--- config.mk ---
export PLATFORM = sky130hd
export DESIGN_NAME = pong_sprite_renderer
export DESIGN_NICKNAME = d
export VERILOG_FILES = /design/src/rtl/pong_sprite_renderer.sv
export SDC_FILE = /design/constraint.sdc
export NUM_CORES = 1
export LEC_CHECK = 0
export ABC_AREA = 1
export BUFFER_PORTS_ARGS = -buffer_cell sky130_fd_sc_hd__buf_2
export CELL_PAD_IN_SITES_DETAIL_PLACEMENT = 0
export CELL_PAD_IN_SITES_GLOBAL_PLACEMENT = 1
export CORE_UTILIZATION = 38
export CTS_CLUSTER_DIAMETER = 80
export DETAILED_ROUTE_END_ITERATION = 10
export GPL_TIMING_DRIVEN = 0
export PLACE_DENSITY_LB_ADDON = 0.3
export RECOVER_POWER = 25
export SLEW_MARGIN = 10
export SYNTH_ARGS = -nofsm -noshare
export SYNTH_HDL_FRONTEND = slang
export SYNTH_SLANG_ARGS = --single-unit
--- constraint.sdc ---
create_clock -name clk -period 1.66 [get_ports clk]
set_input_delay 0.083 -clock clk [delete_from_list [all_inputs] [get_ports clk]]
set_output_delay 0.083 -clock clk [all_outputs]
set_load 0.005 [all_outputs]
--- src/rtl/pong_sprite_renderer.sv ---
// Pong object renderer: two paddles plus a bitmapped ball that flashes after a hit.
// Two-cycle pipeline from x/y/pixel_valid to game_on/game_rgb/out_valid; no backpressure.
module pong_sprite_renderer #(
   parameter int          SCREEN_W      = 640,
   parameter int          PADDLE_W      = 5,
   parameter int          PADDLE_H      = 50,
   parameter int          PADDLE_MARGIN = 10,
   parameter int          BALL_SIZE     = 8,
   parameter int          FLASH_FRAMES  = 8,
   parameter logic [11:0] PADDLE_RGB    = 12'hFFF,
   parameter logic [11:0] BALL_RGB      = 12'hFFF,
   parameter logic [11:0] FLASH_RGB     = 12'hF00
) (
   input  logic        clk,
   input  logic        rst_n,
   input  logic        frame_start,
   input  logic        pixel_valid,
   input  logic [9:0]  x,
   input  logic [9:0]  y,
   input  logic [9:0]  paddle_left_pos,
   input  logic [9:0]  paddle_right_pos,
   input  logic [9:0]  ball_pos_x,
   input  logic [9:0]  ball_pos_y,
   input  logic        hit_pulse,
   output logic        game_on,
   output logic [11:0] game_rgb,
   output logic        out_valid
);

   localparam logic [10:0] LEFT_X0   = 11'(PADDLE_MARGIN);
   localparam logic [10:0] LEFT_X1   = 11'(PADDLE_MARGIN + PADDLE_W);
   localparam logic [10:0] RIGHT_X0  = 11'(SCREEN_W - PADDLE_MARGIN - PADDLE_W);
   localparam logic [10:0] RIGHT_X1  = 11'(SCREEN_W - PADDLE_MARGIN);
   localparam logic [10:0] PAD_H     = 11'(PADDLE_H);
   localparam logic [10:0] BALL_SZ   = 11'(BALL_SIZE);
   localparam logic [7:0]  FLASH_LD  = 8'(FLASH_FRAMES);

   function automatic logic [7:0] ball_row(input logic [2:0] r);
      case (r)
         3'd0, 3'd7: ball_row = 8'b0011_1100;
         3'd1, 3'd6: ball_row = 8'b0111_1110;
         default:    ball_row = 8'b1111_1111;
      endcase
   endfunction

   logic [9:0]  pl_q, pr_q, bx_q, by_q;
   logic [7:0]  flash_cnt;
   logic        s1_vld, s1_paddle, s1_ball, s1_flash;
   logic [2:0]  s1_row, s1_col;

   // Positions only move at frame boundaries so a frame never tears.
   always_ff @(posedge clk or negedge rst_n) begin
      if (!rst_n) begin
         pl_q <= '0;
         pr_q <= '0;
         bx_q <= '0;
         by_q <= '0;
      end else if (frame_start) begin
         pl_q <= paddle_left_pos;
         pr_q <= paddle_right_pos;
         bx_q <= ball_pos_x;
         by_q <= ball_pos_y;
      end
   end

   always_ff @(posedge clk or negedge rst_n) begin
      if (!rst_n)
         flash_cnt <= '0;
      else if (hit_pulse)
         flash_cnt <= FLASH_LD;
      else if (frame_start && flash_cnt != 8'd0)
         flash_cnt <= flash_cnt - 8'd1;
   end

   // 11-bit compares keep pos+height from wrapping past 1023.
   logic [10:0] x11, y11, pl11, pr11, bx11, by11;
   logic        left_hit, right_hit, ball_box;
   logic [2:0]  ball_r, ball_c;

   always_comb begin
      x11  = {1'b0, x};
      y11  = {1'b0, y};
      pl11 = {1'b0, pl_q};
      pr11 = {1'b0, pr_q};
      bx11 = {1'b0, bx_q};
      by11 = {1'b0, by_q};
      left_hit  = (x11 >= LEFT_X0) && (x11 < LEFT_X1) &&
                  (y11 >= pl11) && (y11 < pl11 + PAD_H);
      right_hit = (x11 >= RIGHT_X0) && (x11 < RIGHT_X1) &&
                  (y11 >= pr11) && (y11 < pr11 + PAD_H);
      ball_box  = (x11 >= bx11) && (x11 < bx11 + BALL_SZ) &&
                  (y11 >= by11) && (y11 < by11 + BALL_SZ);
      ball_r = y[2:0] - by_q[2:0];
      ball_c = x[2:0] - bx_q[2:0];
   end

   always_ff @(posedge clk or negedge rst_n) begin
      if (!rst_n) begin
         s1_vld    <= 1'b0;
         s1_paddle <= 1'b0;
         s1_ball   <= 1'b0;
         s1_flash  <= 1'b0;
         s1_row    <= '0;
         s1_col    <= '0;
      end else begin
         s1_vld    <= pixel_valid;
         s1_paddle <= pixel_valid && (left_hit || right_hit);
         s1_ball   <= pixel_valid && ball_box;
         s1_flash  <= (flash_cnt != 8'd0);
         s1_row    <= ball_r;
         s1_col    <= ball_c;
      end
   end

   logic        ball_lit;
   logic        on_d;
   logic [11:0] rgb_d;
   logic [7:0]  row_bits;

   always_comb begin
      row_bits = ball_row(s1_row);
      ball_lit = s1_ball && row_bits[3'd7 - s1_col];
      on_d     = 1'b0;
      rgb_d    = 12'h000;
      if (ball_lit) begin
         on_d  = 1'b1;
         rgb_d = s1_flash ? FLASH_RGB : BALL_RGB;
      end else if (s1_paddle) begin
         on_d  = 1'b1;
         rgb_d = PADDLE_RGB;
      end
   end

   always_ff @(posedge clk or negedge rst_n) begin
      if (!rst_n) begin
         game_on   <= 1'b0;
         game_rgb  <= 12'h000;
         out_valid <= 1'b0;
      end else begin
         game_on   <= on_d;
         game_rgb  <= rgb_d;
         out_valid <= s1_vld;
      end
   end

endmodule

---- Word level (Yosys, flattened, before mapping) ----
Index checks and enable logic that the tools add are counted.
storage, ports and cells
  flip-flop bits (word level) ............. 72
  input port bits ......................... 65
  output and inout port bits .............. 14
  word-level logic and storage cells ...... 67
operators by class
  $add $sub $neg .......................... 8
  magnitude comparators ................... 13
  equal/unequal tests ..................... 3
  multiplexer cells ....................... 10
  reduce and logical (&&, ||, !) cells .... 19
operators by type and width
  kind                                                                    count
  10-bit by 11-bit < comparator with 1-bit output                         4
  10-bit >= comparator                                                    4
  12-bit two-way mux                                                      2
  8-bit two-way mux                                                       3
  10-bit by 4-bit adder with 11-bit output, second input constant         2
  10-bit by 6-bit adder with 11-bit output, second input constant         2
  8-bit one-hot mux with 2 select lines                                   1
  1-bit logical AND                                                       13
  10-bit >= comparator, second input constant                             1
  10-bit by 4-bit >= comparator with 1-bit output, second input constant  1
  10-bit < comparator, second input constant                              1
  10-bit by 4-bit < comparator with 1-bit output, second input constant   1
  8-bit nonzero test                                                      1
  8-bit by 1-bit subtractor with 8-bit output, second input constant      1
  3-bit equality test, second input constant                              2
  3-bit subtractor                                                        2
  3-bit by 4-bit < comparator with 1-bit output, second input constant    1
  2-bit OR reduction                                                      2
  1-bit binary-select mux with 3-bit select                               1
  3-bit by 1-bit equality test with 1-bit output, second input constant   1
  3-bit logical NOT                                                       1
  1-bit two-way mux                                                       3
  3-bit subtractor, first input constant                                  1
  2-bit nonzero test                                                      1
  1-bit logical OR                                                        1

---- Longest topological paths before layout ----
  depth after elaboration ................. 7
  gate-level depth with buffers ........... 14

---- Least setup slack after synthesis ----
Ideal clock, no wire load.
  path kind ............................... register -> register
  start ................................... reg pr_q[1]
  end ..................................... reg s1_paddle
  library setup time ...................... 77 ps
  arrival ................................. 1671 ps
  data required time ...................... 1583 ps
  slack ................................... -89 ps
  cell stages (with the launch flop) ...... 12
  path buffers ............................ 0
  cells stage by stage .................... dfrtp_1 -> ha_1 -> nand2_1 -> nand2_1 -> nand2_1 -> nor3_1 -> xor2_1 -> ha_1 -> and3_1 -> nand2_1 -> nand2_1 -> a21oi_1
on the way
  word-level cells in the longest chain between the ends .. 5
  elaborated cells on any way between the ends .. 7
  those cells by class .................... 1 x add/sub; 2 x order compare; 4 x reduce/logical
RTL lines
  element                                                                               line    source
  from (decl)                                                                           46      logic [9:0] pl_q, pr_q, bx_q, by_q;
  from (signal assigned)                                                                60      pr_q <= paddle_right_pos;
  10-bit by 6-bit adder with 11-bit output or 10-bit >= comparator (tied branches)      90      (y11 >= pr11) && (y11 < pr11 + PAD_H);
  10-bit by 11-bit < comparator with 1-bit output or 1-bit logical AND (tied branches)  90, 89
  1-bit logical AND *                                                                   90
  1-bit logical OR *                                                                    107     s1_paddle <= pixel_valid && (left_hit || right_hit);
  1-bit logical AND *                                                                   107
  to (signal assigned)                                                                  107
  to (decl)                                                                             48      logic s1_vld, s1_paddle, s1_ball, s1_flash;
Every way passes the cells marked *; elsewhere a longest branch is shown, timed or not.
A chain may end at the register's enable or synchronous reset.

---- Worst setup path after layout ----
Same ends and word-level chain as after synthesis.

==> summary.txt <==
Job
  • Max Cap Violations: 0

Worst setup path
  • Critical Path AT: 2.22 ns
  • Start of the worst register-to-register path: pr_q[1]
  • Reg2reg end: s1_paddle
  • Startpoint types: flip-flop
  • Worst R2R Path Depth: 14
  • Worst setup EP type: flip-flop
  • Critical path required time: 1.92 ns
  • Reg-to-reg slack, setup: -0.30 ns
  • Crit path kind: flip-flop to flip-flop
  • CP Max Fanout: 4

Timing
  • Worst slew margin: 0.451
  • Worst-Margin Slew: 0.823 ns
  • Final-report hold violation count: 0
  • Hold WS: 0.137 ns
  • Final Worst Setup Slack: -0.304 ns
  • Clk_skew: 0.00574 ns
  • Fin. max-slew vios: 0
  • Crit path time final: 1.96 ns
  • Period utilisation layout: 1.18
  • Setup-failing EPs final: 2
  • RSZ-0062 raised after global routing: yes
  • Fmax: 0.509 GHz

Cells and area
  • Nets: 905
  • Final instance area: 6410 µm²
  • N_diodes: 0
  • Fillers: 1174
  • Commonest non-fill, non-tap cell in the layout: nand2_1
  • Commonest non-fill, non-tap cells in the layout: nand2_1, inv_1, buf_2
  • Area Growth Syn to Fin: 34.0%
  • Layout cells sized above 1: 0.222
  • Core Util, Final: 0.527

Routing
  • DRT iter0 DRCs: 157
  • Routed wire length: 12800 µm
  • Drt drc: 0
  • DRT antenna net count: 0
  • DR WL/cell: 13.7 µm
  • Vias/cell: 4.68
  • DR pass1 iterations: 4
  • Vias: 4365

Global route
  • Met3 Use GR: 0.0524
  • Global-route wire length before repair: 20500 µm
  • Vias in the first global route: 4323
  • GRT Util Overall: 0.208
  • Most used routing layer: met2
  • Pin count of the biggest net entering global routing: 50
  • GR Overflow Total: 0
  • Met1 Use GR: 0.260
  • Initial antenna violation count: 0
  • Met2 GRT Util: 0.349

Clocking
  • Clock Latency Late Sink: 0.34 ns
  • CTS tree: done
  • Clock Tree Buf Depth: 2
  • Clk sink count: 61
  • Num CTS Buffers: 9
  • CTS Root Cell: clkbuf_16
  • Clock transition at path regs: 0.06 ns
  • H-tree levels: 3

Worst hold path
  • Worst hold-check path type: input pin to flip-flop
  • Min-Delay Startpoint: x[0]
  • Hold depth: 4
  • Worst Hold End: s1_col[0]

Run status
  • Failing checks: negative setup slack
  • Run status: finished, violations left

Placed design
  • Final GP Congestion: 0.797
  • DP Area: 5430 µm²
  • Place WS: -0.370 ns
  • IO buf count: 78
  • Final HPWL DP: 9390 µm

Yosys
  • Netlist cell types: 34
  • Yosys warnings: 0
  • Mapped cell area: 4780 µm²
  • Avg Inst Size Synth: 7.80 µm²
  • Syn_nets: 758
  • #FFs+latches synth: 61
  • Synthesized instance count: 613
  • Share of the yosys chip area belonging to registers: 0.319

Die
  • Num rows: 40
  • Starting density of the core: 0.393
  • Core area: 12200 µm²
  • I/O pin cnt: 79
  • Height of the die: 114 µm
  • Die Width: 114 µm
  • Die area: 13000 µm²

Power and ir drop
  • Peak VDD IR: 0.490 mV
  • Static Leak: 3.31 nW
  • Pwr per Cell Area: 816 nW/µm²
[worst max-delay path, stage by stage (launching register included)]
cell	delay, ns
dfrtp_2	0.46
ha_4	0.19
nand2_2	0.08
a21oi_1	0.08
a21oi_1	0.14
ha_1	0.25
nand2_1	0.09
a21oi_1	0.04
nor2_1	0.10
nand2_1	0.09
nand2_1	0.06
nand2_1	0.05
nand2_1	0.06
nand2_1	0.06
a21oi_2	0.14
[final cells by class]
class / instances / area (µm²) / share of cell area
Inverter: 87 / 327 / 0.0510
Timing Repair Buffer: 136 / 938 / 0.146
Multi-Input combinational cell: 446 / 2980 / 0.465
Tap cell: 168 / 210 / 0.0328
Buffer: 19 / 116 / 0.0182
Clock inverter: 3 / 43.8 / 0.00683
Sequential cell: 61 / 1530 / 0.239
Clock buffer: 13 / 260 / 0.0406
[timing repair]
action,CTS,global route
hold buffers,43,0
resized for setup,9,31
hold endpoints to repair,103,0
endpoints found under the setup margin,2,2
pin swaps,1,21
buffers inserted,6,8
[state kept, by name, indices dropped and copies added, names as in the netlist]
name / flops
bx_q: 10
by_q: 10
flash_cnt: 8
game_on: 1
game_rgb: 1
out_valid: 1
pl_q: 10
pr_q: 10
s1_ball: 1
s1_col: 3
s1_flash: 1
s1_paddle: 1
s1_row: 3
s1_vld: 1
[through the flow]
step	TNS (ns)	cells	total power [W]
2_1_floorplan	-0.0475	613	0.00269
3_5_place_dp	-0.706	860	0.00312
6_report	-0.493	933	0.00523
5_1_grt	-0.756	933	0.00559
4_1_cts	-0.489	925	0.00520
3_3_place_gp	-0.649	859	0.00308
[synthesized netlist by cell type]
cell type,instances,area share
a21o_1,4,0.0063
a21o_2,1,0.0018
a21oi_1,34,0.036
a21oi_2,1,0.0018
and3_1,1,0.0013
buf_1,3,0.0024
buf_2,3,0.0031
buf_4,11,0.017
clkbuf_1,2,0.0016
dfrtp_1,61,0.32
fa_1,2,0.0084
ha_1,78,0.20
inv_1,83,0.065
inv_2,4,0.0031
nand2_1,147,0.12
nand2_2,4,0.0052
nand3_1,25,0.026
nand3_2,3,0.0063
nand3b_1,3,0.0047
nand4_1,8,0.010
nor2_1,38,0.030
nor2_2,2,0.0026
nor3_1,9,0.0094
nor3_4,1,0.0034
nor4_1,1,0.0013
o211ai_1,1,0.0016
o21a_1,4,0.0063
o21ai_0,47,0.049
o21ai_1,1,0.0010
o21bai_1,1,0.0016
o22ai_1,1,0.0013
o31ai_1,1,0.0016
xnor2_1,10,0.018
xor2_1,18,0.033
[kinds of logic after synthesis]
logic type | count (synthesis) | synth area share
simple gates | 242 | 0.216
buf+inv | 106 | 0.0926
compound gates | 96 | 0.108
fa+ha+maj | 80 | 0.213
flops | 61 | 0.319
xor+xnor | 28 | 0.0513
[worst max-delay path by stage]
| stage | from | to | slack (ns) |
|---|---|---|---|
| after floorplan | pr_q[1] | s1_paddle | -0.05 |
| after global placement | pl_q[1] | s1_paddle | -0.38 |
| after detailed placement | pl_q[1] | s1_paddle | -0.37 |
| after CTS | pr_q[3] | s1_paddle | -0.26 |
| after global routing | pr_q[1] | s1_paddle | -0.46 |
| final | pr_q[1] | s1_paddle | -0.30 |
[layer usage]
metal  vias up  share of wire  wire length [µm]
met2        81           0.48              6130
li1       2276              -                 -
met1      1996           0.47              5980
met5         -              0                 0
met4         0          0.015               196
met3        12          0.037               473
[where the power goes]
group	total, W	internal (W)	switching, W
clock	0.00195	0.00124	0.000701
combinational	0.00152	0.000677	0.000844
sequential	0.00176	0.00164	0.000126
No activity file was read; power rests on OpenSTA's default activity.
